**config.mk**
```make
export PLATFORM = sky130hd
export DESIGN_NAME = mem_arbiter
export DESIGN_NICKNAME = d
export VERILOG_FILES = /design/src/rtl/mem_arbiter.sv
export SDC_FILE = /design/constraint.sdc
export NUM_CORES = 1
export LEC_CHECK = 0
export ABC_AREA = 1
export BUFFER_PORTS_ARGS = -buffer_cell sky130_fd_sc_hd__buf_4
export CORE_AREA = 4 4 119 121
export DETAILED_ROUTE_END_ITERATION = 12
export DIE_AREA = 0 0 123 125
export PLACE_DENSITY_LB_ADDON = 0.3
export SLEW_MARGIN = 20
export SYNTH_ARGS = -nofsm -noshare
export SYNTH_HDL_FRONTEND = slang
export SYNTH_SLANG_ARGS = --single-unit
```
**constraint.sdc**
```tcl
create_clock -name clk -period 2.7 [get_ports clk]
set_input_delay 0.135 -clock clk [delete_from_list [all_inputs] [get_ports clk]]
set_output_delay 0.135 -clock clk [all_outputs]
set_load 0.02 [all_outputs]
```
**src/rtl/mem_arbiter.sv**
```systemverilog
// Arbitrates fetch/load/store onto one byte-serial memory controller (store > load > fetch).
// Define MEM_ARB_STARVE_EN to force a fetch grant after STARVE_LIMIT load/store grants.
module mem_arbiter #(
  parameter int DATA_W       = 32,
  parameter int STARVE_LIMIT = 4
) (
  input  logic              clk,
  input  logic              rst,
  input  logic              in_flush,
  input  logic              in_if_ena,
  input  logic [DATA_W-1:0] in_if_addr,
  output logic              out_if_ok,
  output logic [DATA_W-1:0] out_if_data,
  input  logic              in_ld_ena,
  input  logic [DATA_W-1:0] in_ld_addr,
  input  logic [2:0]        in_ld_size,
  output logic              out_ld_ok,
  output logic [DATA_W-1:0] out_ld_data,
  input  logic              in_st_ena,
  input  logic [DATA_W-1:0] in_st_addr,
  input  logic [2:0]        in_st_size,
  input  logic [DATA_W-1:0] in_st_data,
  output logic              out_st_ok,
  output logic              out_mem_ena,
  output logic              out_mem_is_write,
  output logic [DATA_W-1:0] out_mem_addr,
  output logic [2:0]        out_mem_size,
  output logic [DATA_W-1:0] out_mem_data,
  input  logic              in_mem_busy,
  input  logic              in_mem_done,
  input  logic [DATA_W-1:0] in_mem_data
);

  typedef enum logic {S_IDLE, S_WAIT} state_t;
  typedef enum logic [1:0] {W_NONE, W_IF, W_LD, W_ST} winner_t;

  state_t            state_q, state_d;
  winner_t           winner_q, grant;
  logic              drop_q;
  logic              if_req, ld_req, st_req, force_if;
  logic              issue, done_evt, deliver;
  logic [DATA_W-1:0] sel_addr, sel_data;
  logic [2:0]        sel_size;

  // A requester is masked in its own ok cycle so a still-held level is not re-granted.
  assign if_req = in_if_ena && !out_if_ok && !in_flush;
  assign ld_req = in_ld_ena && !out_ld_ok && !in_flush;
  assign st_req = in_st_ena && !out_st_ok;

`ifdef MEM_ARB_STARVE_EN
  localparam int CNT_W = $clog2(STARVE_LIMIT + 1);
  logic [CNT_W-1:0] starve_cnt;

  assign force_if = if_req && (starve_cnt == CNT_W'(STARVE_LIMIT));

  always_ff @(posedge clk) begin
    if (rst)
      starve_cnt <= '0;
    else if (!in_if_ena)
      starve_cnt <= '0;
    else if (issue) begin
      if (grant == W_IF)
        starve_cnt <= '0;
      else if (if_req && starve_cnt != CNT_W'(STARVE_LIMIT))
        starve_cnt <= starve_cnt + 1'b1;
    end
  end
`else
  assign force_if = 1'b0;
`endif

  function automatic logic [DATA_W-1:0] zext(input logic [DATA_W-1:0] d, input logic [2:0] sz);
    case (sz)
      3'd1:    zext = {{(DATA_W-8){1'b0}}, d[7:0]};
      3'd2:    zext = {{(DATA_W-16){1'b0}}, d[15:0]};
      default: zext = d;
    endcase
  endfunction

  always_comb begin
    grant    = W_NONE;
    state_d  = state_q;
    issue    = 1'b0;
    done_evt = 1'b0;
    if (st_req)      grant = W_ST;
    else if (ld_req) grant = W_LD;
    else if (if_req) grant = W_IF;
    if (force_if)    grant = W_IF;
    case (state_q)
      S_IDLE: if (grant != W_NONE && !in_mem_busy) begin
        issue   = 1'b1;
        state_d = S_WAIT;
      end
      S_WAIT: if (in_mem_done) begin
        done_evt = 1'b1;
        state_d  = S_IDLE;
      end
      default: state_d = S_IDLE;
    endcase
  end

  always_comb begin
    sel_addr = '0;
    sel_size = 3'd0;
    sel_data = '0;
    case (grant)
      W_ST: begin
        sel_addr = in_st_addr;
        sel_size = in_st_size;
        sel_data = in_st_data;
      end
      W_LD: begin
        sel_addr = in_ld_addr;
        sel_size = in_ld_size;
      end
      W_IF: begin
        sel_addr = in_if_addr;
        sel_size = 3'd4;
      end
      default: ;
    endcase
  end

  // A flush coinciding with completion squashes the response just like an earlier one.
  assign deliver = done_evt && !drop_q && !(in_flush && winner_q != W_ST);

  always_ff @(posedge clk) begin
    if (rst) state_q <= S_IDLE;
    else     state_q <= state_d;
  end

  always_ff @(posedge clk) begin
    if (rst) begin
      winner_q         <= W_NONE;
      drop_q           <= 1'b0;
      out_mem_ena      <= 1'b0;
      out_mem_is_write <= 1'b0;
      out_mem_addr     <= '0;
      out_mem_size     <= 3'd0;
      out_mem_data     <= '0;
      out_if_ok        <= 1'b0;
      out_ld_ok        <= 1'b0;
      out_st_ok        <= 1'b0;
      out_if_data      <= '0;
      out_ld_data      <= '0;
    end else begin
      out_mem_ena <= issue;
      out_if_ok   <= 1'b0;
      out_ld_ok   <= 1'b0;
      out_st_ok   <= 1'b0;
      if (issue) begin
        winner_q         <= grant;
        drop_q           <= 1'b0;
        out_mem_is_write <= (grant == W_ST);
        out_mem_addr     <= sel_addr;
        out_mem_size     <= sel_size;
        out_mem_data     <= sel_data;
      end
      if (state_q == S_WAIT) begin
        if (done_evt) begin
          drop_q   <= 1'b0;
          winner_q <= W_NONE;
          if (deliver) begin
            case (winner_q)
              W_IF: begin
                out_if_ok   <= 1'b1;
                out_if_data <= in_mem_data;
              end
              W_LD: begin
                out_ld_ok   <= 1'b1;
                out_ld_data <= zext(in_mem_data, out_mem_size);
              end
              W_ST: out_st_ok <= 1'b1;
              default: ;
            endcase
          end
        end else if (in_flush && winner_q != W_ST) begin
          drop_q <= 1'b1;
        end
      end
    end
  end

endmodule

```
==> results of run 1 <==
[flip-flops by register name, summed over array words and instances, names as in the netlist]
name and count:
drop_q 1, out_if_data 32, out_if_ok 1, out_ld_data 32, out_ld_ok 1, out_mem_addr 32, out_mem_data 32, out_mem_ena 1
out_mem_is_write 1, out_mem_size 3, out_st_ok 1, state_q 1, winner_q 2
[worst paths after layout]
check,cells after the start,end,startpoint
setup / recovery,7,out_mem_data[15],out_st_ok
hold / removal,3,out_mem_addr[20],in_if_addr[20]
setup reg to reg,7,out_mem_data[15],out_st_ok
hold reg to reg,2,out_if_data[18],out_if_data[18]
[metrics by stage]
step	cell area, um2	util	setup slack, ps	total power [mW]	std cells
2_1_floorplan	5930	-	1340	2.65	851
3_3_place_gp	8320	0.636	769	3.05	1289
3_5_place_dp	8320	0.636	707	3.06	1289
4_1_cts	9710	0.742	678	5.30	1405
5_1_grt	9710	0.742	443	5.51	1405
6_report	9710	0.742	590	5.29	1405
[what timing repair did]
action                     in CTS  in global routing
hold buffers                   84                  0
setup endpoints to repair       0                  0
hold endpoints to repair       86                  0
[kinds of logic after synthesis]
| kind of cell | after synthesis |
|---|---|
| DFF | 140 |
| AOI/OAI and AO/OA | 167 |
| and+or+nand+nor | 405 |
| xor gates and xnor gates | 1 |
| buffers and inverters | 138 |
[cells in the mapped netlist]
cell type	count	share of area
o21ai_0	41	0.035
nand2_1	244	0.15
buf_1	6	0.0038
nand3_1	60	0.051
nor3_1	1	0.00084
nand4_1	32	0.034
clkbuf_1	23	0.015
nand3b_1	1	0.0013
xor2_1	1	0.0015
dfxtp_1	140	0.47
nor3_2	1	0.0017
buf_2	23	0.019
clkbuf_2	2	0.0017
a21oi_1	125	0.11
inv_2	3	0.0019
nor2_1	62	0.039
nand2_2	2	0.0021
inv_1	74	0.047
o22ai_1	1	0.0011
nand3_2	1	0.0017
nor2_4	1	0.0019
buf_4	7	0.0089
[power by group through the flow]
stage / clock network, mW / logic, mW / registers (mW)
2_1_floorplan: 0 / 0.315 / 2.33
3_3_place_gp: 0 / 0.815 / 2.24
3_5_place_dp: 0 / 0.822 / 2.24
4_1_cts: 2.17 / 0.927 / 2.20
5_1_grt: 2.29 / 1.01 / 2.21
6_report: 2.15 / 0.937 / 2.20
[layer usage]
metal / wire (um) / up-vias / global-route usage
li1: - / 3469 / -
met1: 8280 / 3193 / 0.320
met2: 11200 / 360 / 0.498
met3: 2460 / 47 / 0.0876
met4: 685 / 0 / 0.109
met5: 0 / - / 0
[critical path, delay by kind of cell (launching register included)]
family | cells | cell delay [ps]
simple gates | 4 | 1100
buf+inv | 2 | 390
flops | 1 | 320
compound gates | 1 | 210
[final cells by class]
cell class / instances / area [um2] / share of cell area
tap: 176 / 220 / 0.0227
sequential: 140 / 2800 / 0.289
clock inverter: 12 / 90.1 / 0.00928
inverter: 77 / 289 / 0.0298
timing repair buffer: 407 / 3280 / 0.338
multi-input combinational: 573 / 2570 / 0.265
clock buffer: 20 / 457 / 0.0470
==> qor.txt, run 1 <==
Core area -> 0.0131 mm2
CTS tree -> built
Via count -> 7069
Initial Util -> 0.453
Chip Width -> 123 um
Clock sink total -> 140
Die area -> 0.0154 mm2
Switching share of power -> 0.276
Fin crit period -> 2110 ps
Register area share after synthesis -> 0.473
Net Count, Synth -> 1025
Commonest non-fill, non-tap cell in the layout -> buf_4
Combinational share of power -> 0.177
Pin count of the biggest net entering global routing -> 66
Hold_ws -> 16.2 ps
Initial antenna violation count -> 0
Ant diodes -> 0
Clock Power Share -> 0.407
CP max FO -> 55
Worst vdd ir -> 455 uV
H-tree Lvls -> 4
Root buffer cell -> clkbuf_16
Worst path max stage delay -> 460 ps
Post-synth cell types -> 22
Syn avg cell area -> 6.97 um2
Max_slew headroom -> 0.552
First-pass GRT wire length -> 34700 um
Worst hold-check path type -> in2reg
Clk_lat worst skew -> 410 ps
# fillers -> 1032
Drt total wl -> 22700 um
Row count -> 42
Critical path's slowest cell -> nand2_4
Worst-margin pin slew -> 673 ps
CTS resizes -> 0
Synthesized instance count -> 851
Xor/xnor share of the synthesized area -> 0.00148
Drt drc -> 0
Post-CTS Setup Inserts -> 0
Largest family of logic cells by synthesized area -> simple AND/OR/NAND/NOR gates
Register-to-register setup slack -> 590 ps
Peak Freq -> 474 MHz
Yosys reg bits -> 140
Syn. warnings -> 0
Placer congestion estimate -> 0.798
Vias per cell -> 5.03
Layout cells sized above 1 -> 0.297
Switching power -> 1.46 mW
GRT Total Usage -> 0.284
RSZ-0062 raised after global routing -> false
Synth Area in Adders -> 0
Iter 0 DRT Violations -> 497
Crit path required time -> 3020 ps
Most frequent cells in the layout -> buf_4, nand2_1, dfxtp_1
Lkg Pwr -> 4.54 nW
Synth Area in Compound Gates -> 0.141
Critical path, cell by cell -> inv_1 > nand2_2 > nand3_1 > nand2_4 > buf_4 > nand2_1 > a21oi_1
Period utilization -> 0.782
Max cap viols -> 0
Setup TNS -> 0 ps
CP Class -> reg2reg
Drt pass-1 iters -> 5
Setup-failing EPs final -> 0
Grt total ovfl -> 0
Clock Path Buffers -> 2
Post-DP HPWL -> 14600 um
Die Span Y -> 125 um
Max-slew violation count -> 0
Num CTS Buffers -> 17
Cell area after synthesis -> 0.00593 mm2
Crit path launch type -> register
Critical Path End Type -> register
Post-layout nets -> 1390
Final hold vios -> 0
Crit path DAT -> 2430 ps
Layout area overhead -> 63.7%
Status -> completed
Clk_skew -> 7.14 ps
Pwr Density -> 545 mW/mm2
Post-Synth Simple-Gate Area -> 0.288
IO Port Bufs -> 309
Vias in the first global route -> 6836
Mux cell area share after synthesis -> 0
WL per Instance -> 16.1 um
Sequential power share -> 0.416
ANT nets after route -> 0
Worst-path clk slew -> 60 ps
Pint -> 3.83 mW
I/O Pins -> 310
(Power assumes the default switching activity.)
==> inputs of run 2 (changes only) <==
ABC_AREA = 0   (was 1)
CORE_AREA = default   (was 4 4 119 121)
CORE_ASPECT_RATIO = 1.25   (was default)
CORE_MARGIN = 4   (was default)
CORE_UTILIZATION = 40   (was default)
DIE_AREA = default   (was 0 0 123 125)
clock period = 1.8 ns   (was 2.7 ns; I/O delays follow)
==> qor.txt, run 2 <==
Clk_lat worst skew -> 420 ps (about the same)
Fin crit period -> 1670 ps
Synth top area cells -> dfxtp_1, a21oi_1, nand2_1
Clock Power Share -> 0.451 (+0.044)
Core area -> 0.0138 mm2 (+5.1%)
Grt total ovfl -> 0 (unchanged)
Worst-path clk slew -> 60 ps (about the same)
Crit path DAT -> 2020 ps (-410 ps)
Layout cells sized above 1 -> 0.357 (+0.0603)
Synth top cells by count -> nand2_1, dfxtp_1, a21oi_1
Setup TNS -> 0 ps (unchanged)
Initial Util -> 0.406 (-0.0476)
Crit path launch type -> input pin
Syn avg cell area -> 8.29 um2 (+19%)
Post-layout nets -> 1205 (-13%)
H-tree Lvls -> 4 (unchanged)
R2R depth -> 5 (-2)
CTS resizes -> 0 (unchanged)
Cell area after synthesis -> 0.00558 mm2 (-5.9%)
Die area -> 0.0159 mm2 (+3.5%)
IO Port Bufs -> 309 (unchanged)
Final instance area -> 0.00939 mm2 (-3.2%)
Worst-margin pin slew -> 676 ps (+3.82 ps)
Post-CTS Setup Inserts -> 0 (unchanged)
Final hold vios -> 0 (unchanged)
Worst vdd ir -> 621 uV (+36%)
CTS tree -> built
Synthesized instance count -> 673 (-21%)
Via count -> 6278 (-11%)
Top FF cell, synth -> dfxtp_1
Row count -> 48 (+14%)
I/O Pins -> 310 (unchanged)
Layout area overhead -> 68.4%
Drt pass-1 iters -> 5 (unchanged)
RSZ-0062 raised after global routing -> false
Syn. warnings -> 0 (unchanged)
Clk_skew -> 6.40 ps (-0.741 ps)
Drt total wl -> 20700 um (-8.7%)
Post-place instance area -> 0.00811 mm2 (-2.5%)
Beginning of the worst hold path -> in_mem_busy
Die Span Y -> 140 um (+12%)
Most frequent cells in the layout -> buf_4, nand2_1, dfxtp_1
Crit path launch -> in_flush
Iter 0 DRT Violations -> 541 (+8.9%)
Pin count of the biggest net entering global routing -> 40 (-39%)
Hold depth -> 3 (unchanged)
ANT nets after route -> 0 (unchanged)
Reg2reg start -> out_ld_ok
Placer congestion estimate -> 0.840 (+5.3%)
Max_slew headroom -> 0.549 (-0.00255)
Switching power -> 1.98 mW (+36%)
Lkg Pwr -> 4.08 nW (-10%)
Peak Freq -> 597 MHz
Switching share of power -> 0.243 (-0.0324)
Root buffer cell -> clkbuf_16
Sequential power share -> 0.401 (-0.015)
Register area share after synthesis -> 0.502 (+0.0298)
Net Count, Synth -> 847 (-17%)
Critical Path End Type -> register
Status -> completed
Commonest non-fill, non-tap cell in the layout -> buf_4
Initial antenna violation count -> 0 (unchanged)
CP Class -> in2reg
Register-to-register setup slack -> 150 ps (-440 ps)
Vias in the first global route -> 6199 (-9.3%)
Ant diodes -> 0 (unchanged)
Post-synth cell types -> 33 (+50%)
Period utilization -> 0.930
Pwr Density -> 867 mW/mm2 (+59%)
Pint -> 6.16 mW (+61%)
Vias per cell -> 5.15 (+2.4%)
Most numerous cell in the Yosys netlist -> nand2_1
Chip Width -> 114 um (-7.6%)
Hold-fix buffers, CTS -> 66 (-21%)
Yosys reg bits -> 140 (unchanged)
Drt drc -> 0 (unchanged)
Worst hold-check path type -> in2reg
Max-slew violation count -> 0 (unchanged)
Worst Slack Setup Final -> 125 ps (-464 ps)
Clock Path Buffers -> 2 (unchanged)
Setup-failing EPs final -> 0 (unchanged)
First-pass GRT wire length -> 31800 um (-8.4%)
WL per Instance -> 17.0 um (+5.3%)
Hold Path End -> out_mem_size[0]
Share of the synthesized area in the top cell type -> 0.502 (+0.0298)
Number of synthesized flops with an enable pin -> 0 (unchanged)
Max cap viols -> 0 (unchanged)
Cell accounting for the most synthesized area -> dfxtp_1
Async S/R FF share, synth -> 0 (unchanged)
Combinational share of power -> 0.148 (-0.029)
Crit path required time -> 2140 ps (-880 ps)
CP max FO -> 18 (-67%)
GRT Total Usage -> 0.249 (-0.0350)
Clock sink total -> 140 (unchanged)
Reg2reg end -> out_mem_addr[28]
Pre-CTS setup slack -> 173 ps (-534 ps)
Post-DP HPWL -> 13900 um (-4.9%)
Num CTS Buffers -> 17 (unchanged)
## run 2: cell types whose count changed after synthesis, sizes merged, moves of 32 or more
cell / previous run / this run
nand2: 246 / 144
inv: 77 / 1
a211o: 0 / 34
nand4: 32 / 0
o21ai: 41 / 4
a22o: 0 / 32
## run 2: cells by family after synthesis
group / Yosys count / synth area share
buffers and inverters: 63 / 0.0534
flip-flops: 140 / 0.502
AO/OA/AOI/OAI: 208 / 0.237
AND/OR/NAND/NOR: 261 / 0.206
XOR/XNOR: 1 / 0.00157
## run 2: power groups by stage
stage               clock network [mW]  registers [mW]  logic (mW)
finish                            3.67            3.26        1.21
global route                      3.85            3.27        1.29
CTS                               3.72            3.26        1.20
detailed placement                   0            3.33        1.08
global placement                     0            3.33        1.07
floorplan                            0            3.43       0.382
## run 2: area by class of cell
| type | instances | area [um2] |
|---|---|---|
| Clock buffer | 23 | 488 |
| Clock inverter | 9 | 134 |
| Fill cell | 1114 | 4360 |
| Inverter | 1 | 3.75 |
| Multi-Input combinational cell | 470 | 2510 |
| Sequential cell | 140 | 2800 |
| Tap cell | 175 | 219 |
| Timing Repair Buffer | 401 | 3240 |
## run 2: worst max path at each step
| stage | to | slack [ps] | cells after the start |
|---|---|---|---|
| 6_report | out_mem_addr[28] | 130 | 7 |
| 5_1_grt | out_mem_data[30] | 30 | 8 |
| 4_1_cts | out_mem_data[0] | 140 | 8 |
| 3_5_place_dp | out_mem_addr[20] | 170 | 5 |
| 3_3_place_gp | out_mem_data[9] | 210 | 5 |
| 2_1_floorplan | out_mem_addr[26] | 230 | 6 |
## run 2: metrics by stage
stage / util / power (mW) / std cells / hold slack (ps)
after CTS: 0.683 / 8.18 / 1219 / 0.272
after global routing: 0.683 / 8.42 / 1219 / 15.4
after detailed placement: 0.590 / 4.40 / 1121 / 304
final: 0.683 / 8.14 / 1219 / 17.0
after floorplan: - / 3.82 / 673 / 216
after global placement: 0.590 / 4.40 / 1121 / 299
## run 2: routing by layer
| metal | global-route usage | routed length, um |
|---|---|---|
| met1 | 0.273 | 7590 |
| met2 | 0.431 | 10400 |
| met3 | 0.0877 | 2000 |
| met4 | 0.109 | 739 |
| met5 | 0 | 0 |
## run 2: critical path: stages
cell	delay, ps
dlygate4sd3_1	550
buf_4	170
nor3b_4	350
buf_4	320
a21oi_1	100
a211o_1	300
a21oi_1	140
==> inputs of run 3 (changes only) <==
CORE_ASPECT_RATIO = default   (was 1.25)
CORE_MARGIN = default   (was 4)
==> qor.txt, run 3 (synthesized netlist as in run 2, its figures left out) <==
IO Port Bufs -> 309 (unchanged)
H-tree Lvls -> 4 (unchanged)
Die Span Y -> 120 um (-14%)
Sequential power share -> 0.413 (+0.012)
RSZ-0062 raised after global routing -> false
First-pass GRT wire length -> 32000 um (+0.61%)
FF/Latch Area -> 0.00280 mm2 (unchanged)
Drt drc -> 0 (unchanged)
Drt total wl -> 20600 um (-0.27%)
Status -> completed
Via count -> 6369 (+1.4%)
# fillers -> 1028 (-7.7%)
Switching share of power -> 0.249 (+0.00599)
Layout cells sized above 1 -> 0.358 (+0.000886)
Num CTS Buffers -> 17 (unchanged)
Worst path max stage delay -> 540 ps (about the same)
Clock Path Buffers -> 2 (unchanged)
Ant diodes -> 0 (unchanged)
Pwr Density -> 843 mW/mm2 (-2.8%)
Clk_lat worst skew -> 420 ps (about the same)
Crit path launch type -> input pin
Post-place instance area -> 0.00814 mm2 (+0.35%)
Core area -> 0.0134 mm2 (-2.6%)
Max-slew violation count -> 0 (unchanged)
I/O Pins -> 310 (unchanged)
Clock Power Share -> 0.435 (-0.016)
Pin count of the biggest net entering global routing -> 58 (+45%)
Initial Util -> 0.416 (+0.0107)
Final hold vios -> 0 (unchanged)
Commonest non-fill, non-tap cell in the layout -> buf_4
Crit path required time -> 2100 ps (-40 ps)
CP Class -> in2reg
Combinational share of power -> 0.153 (+0.005)
Drt pass-1 iters -> 5 (unchanged)
Setup-failing EPs final -> 0 (unchanged)
Worst-margin pin slew -> 370 ps (-306 ps)
Critical path, cell by cell -> dlygate4sd3_1 > buf_4 > nor3b_2 > o31a_1 > nor2_2 > buf_4 > a22o_1
Switching power -> 1.97 mW (-0.40%)
WL per Instance -> 16.9 um (-0.60%)
CP most frequent cell -> buf_4
Layout area overhead -> 68.3% (about the same)
Placed Instances -> 1124 (+0.27%)
Pre-CTS setup slack -> 157 ps (-15.9 ps)
Max_slew headroom -> 0.752 (+0.203)
Lkg Pwr -> 4.09 nW (+0.30%)
Row count -> 42 (-13%)
Iter 0 DRT Violations -> 417 (-23%)
Grt total ovfl -> 0 (unchanged)
Pint -> 5.94 mW (-3.6%)
Clk_skew -> 14.5 ps (+8.06 ps)
Post-DP HPWL -> 13500 um (-2.8%)
Critical path's slowest cell -> dlygate4sd3_1
Worst hold-check path type -> in2reg
Non-Filler Instances -> 1223 (+0.33%)
Clock sink total -> 140 (unchanged)
Worst vdd ir -> 650 uV (+4.6%)
Fin crit period -> 1710 ps (+33.5 ps)
Multi-input logic area -> 0.00251 mm2 (unchanged)
CTS tree -> built
Hold_ws -> 37.0 ps (+19.9 ps)
Worst Slack Setup Final -> 91.8 ps (-33.5 ps)
Critical Path End Type -> register
Initial antenna violation count -> 0 (unchanged)
Final instance area -> 0.00939 mm2 (about the same)
GRT Total Usage -> 0.284 (+0.0350)
Post-layout nets -> 1208 (+0.25%)
Peak Freq -> 585 MHz (-2.0%)
Root buffer cell -> clkbuf_16
Vias per cell -> 5.21 (+1.1%)
CP max FO -> 32 (+14)
Vias in the first global route -> 6238 (+0.63%)
Period utilization -> 0.949 (+0.0186)
Crit path DAT -> 2010 ps (about the same)
Worst-path clk slew -> 60 ps (about the same)
Post-CTS Setup Inserts -> 0 (unchanged)
Max cap viols -> 0 (unchanged)
Placer congestion estimate -> 0.827 (-1.6%)
Most frequent cells in the layout -> buf_4, nand2_1, dfxtp_1
ANT nets after route -> 0 (unchanged)
Die area -> 0.0144 mm2 (-9.4%)
Setup TNS -> 0 ps (unchanged)
Chip Width -> 120 um (+5.7%)
-- run 3: cell count changes in the layout (fill, tap and decap cells not counted) --
| cell | change |
|---|---|
| buf_12 | +1 |
| buf_4 | +1 |
| bufinv_16 | -1 |
| clkbuf_8 | -2 |
| clkinv_2 | +4 |
| clkinv_4 | +3 |
| clkinvlp_4 | -3 |
| dlygate4sd3_1 | +1 |
| inv_6 | -1 |
-- run 3: critical path, delay by kind of cell --
family                 cells  cell delay (ps)
AND/OR/NAND/NOR            2              400
buffers and inverters      3              960
AO/OA/AOI/OAI              2              550
-- run 3: layout make-up --
type	count	share of cell area
repair buffers	404	0.349
well taps	176	0.0235
inverters	1	0.000400
clock inverters	11	0.0127
flip-flops and latches	140	0.298
multi-input cells	470	0.267
clock buffers	21	0.0490
-- run 3: path summary, 6_finish.rpt --
kind,slack (ps),start,depth (start not counted),end
worst max-delay path,90,in_flush,7,out_mem_data[8]
worst min-delay path,40,in_st_size[1],4,out_mem_size[1]
worst max register to register,140,out_ld_ok,5,out_mem_data[8]
worst min register to register,450,out_ld_data[17],2,out_ld_data[17]
-- run 3: repair_timing --
item	in CTS	in global routing
endpoints found under the hold margin	101	0
hold buffers	67	0
resized for setup	0	0
-- run 3: metrics by stage --
step | utilization | total power [mW]
floorplan | - | 3.82
global placement | 0.607 | 4.39
detailed placement | 0.607 | 4.40
CTS | 0.701 | 7.93
global route | 0.701 | 8.19
finish | 0.701 | 7.91
-- run 3: layer usage --
layer | routed length [um] | share of wire | track usage | vias up
met4 | 777 | 0.038 | 0.142 | 0
met1 | 8460 | 0.41 | 0.337 | 2980
li1 | - | - | - | 3064
met3 | 1370 | 0.066 | 0.0703 | 58
met2 | 10000 | 0.49 | 0.476 | 267
met5 | 0 | 0 | 0 | -
-- run 3: power by group through the flow --
| stage | sequential, mW | combinational (mW) | clock, mW |
|---|---|---|---|
| CTS | 3.26 | 1.20 | 3.47 |
| detailed placement | 3.33 | 1.07 | 0 |
| floorplan | 3.43 | 0.382 | 0 |
| finish | 3.27 | 1.21 | 3.44 |
| global placement | 3.33 | 1.06 | 0 |
| global route | 3.28 | 1.29 | 3.62 |
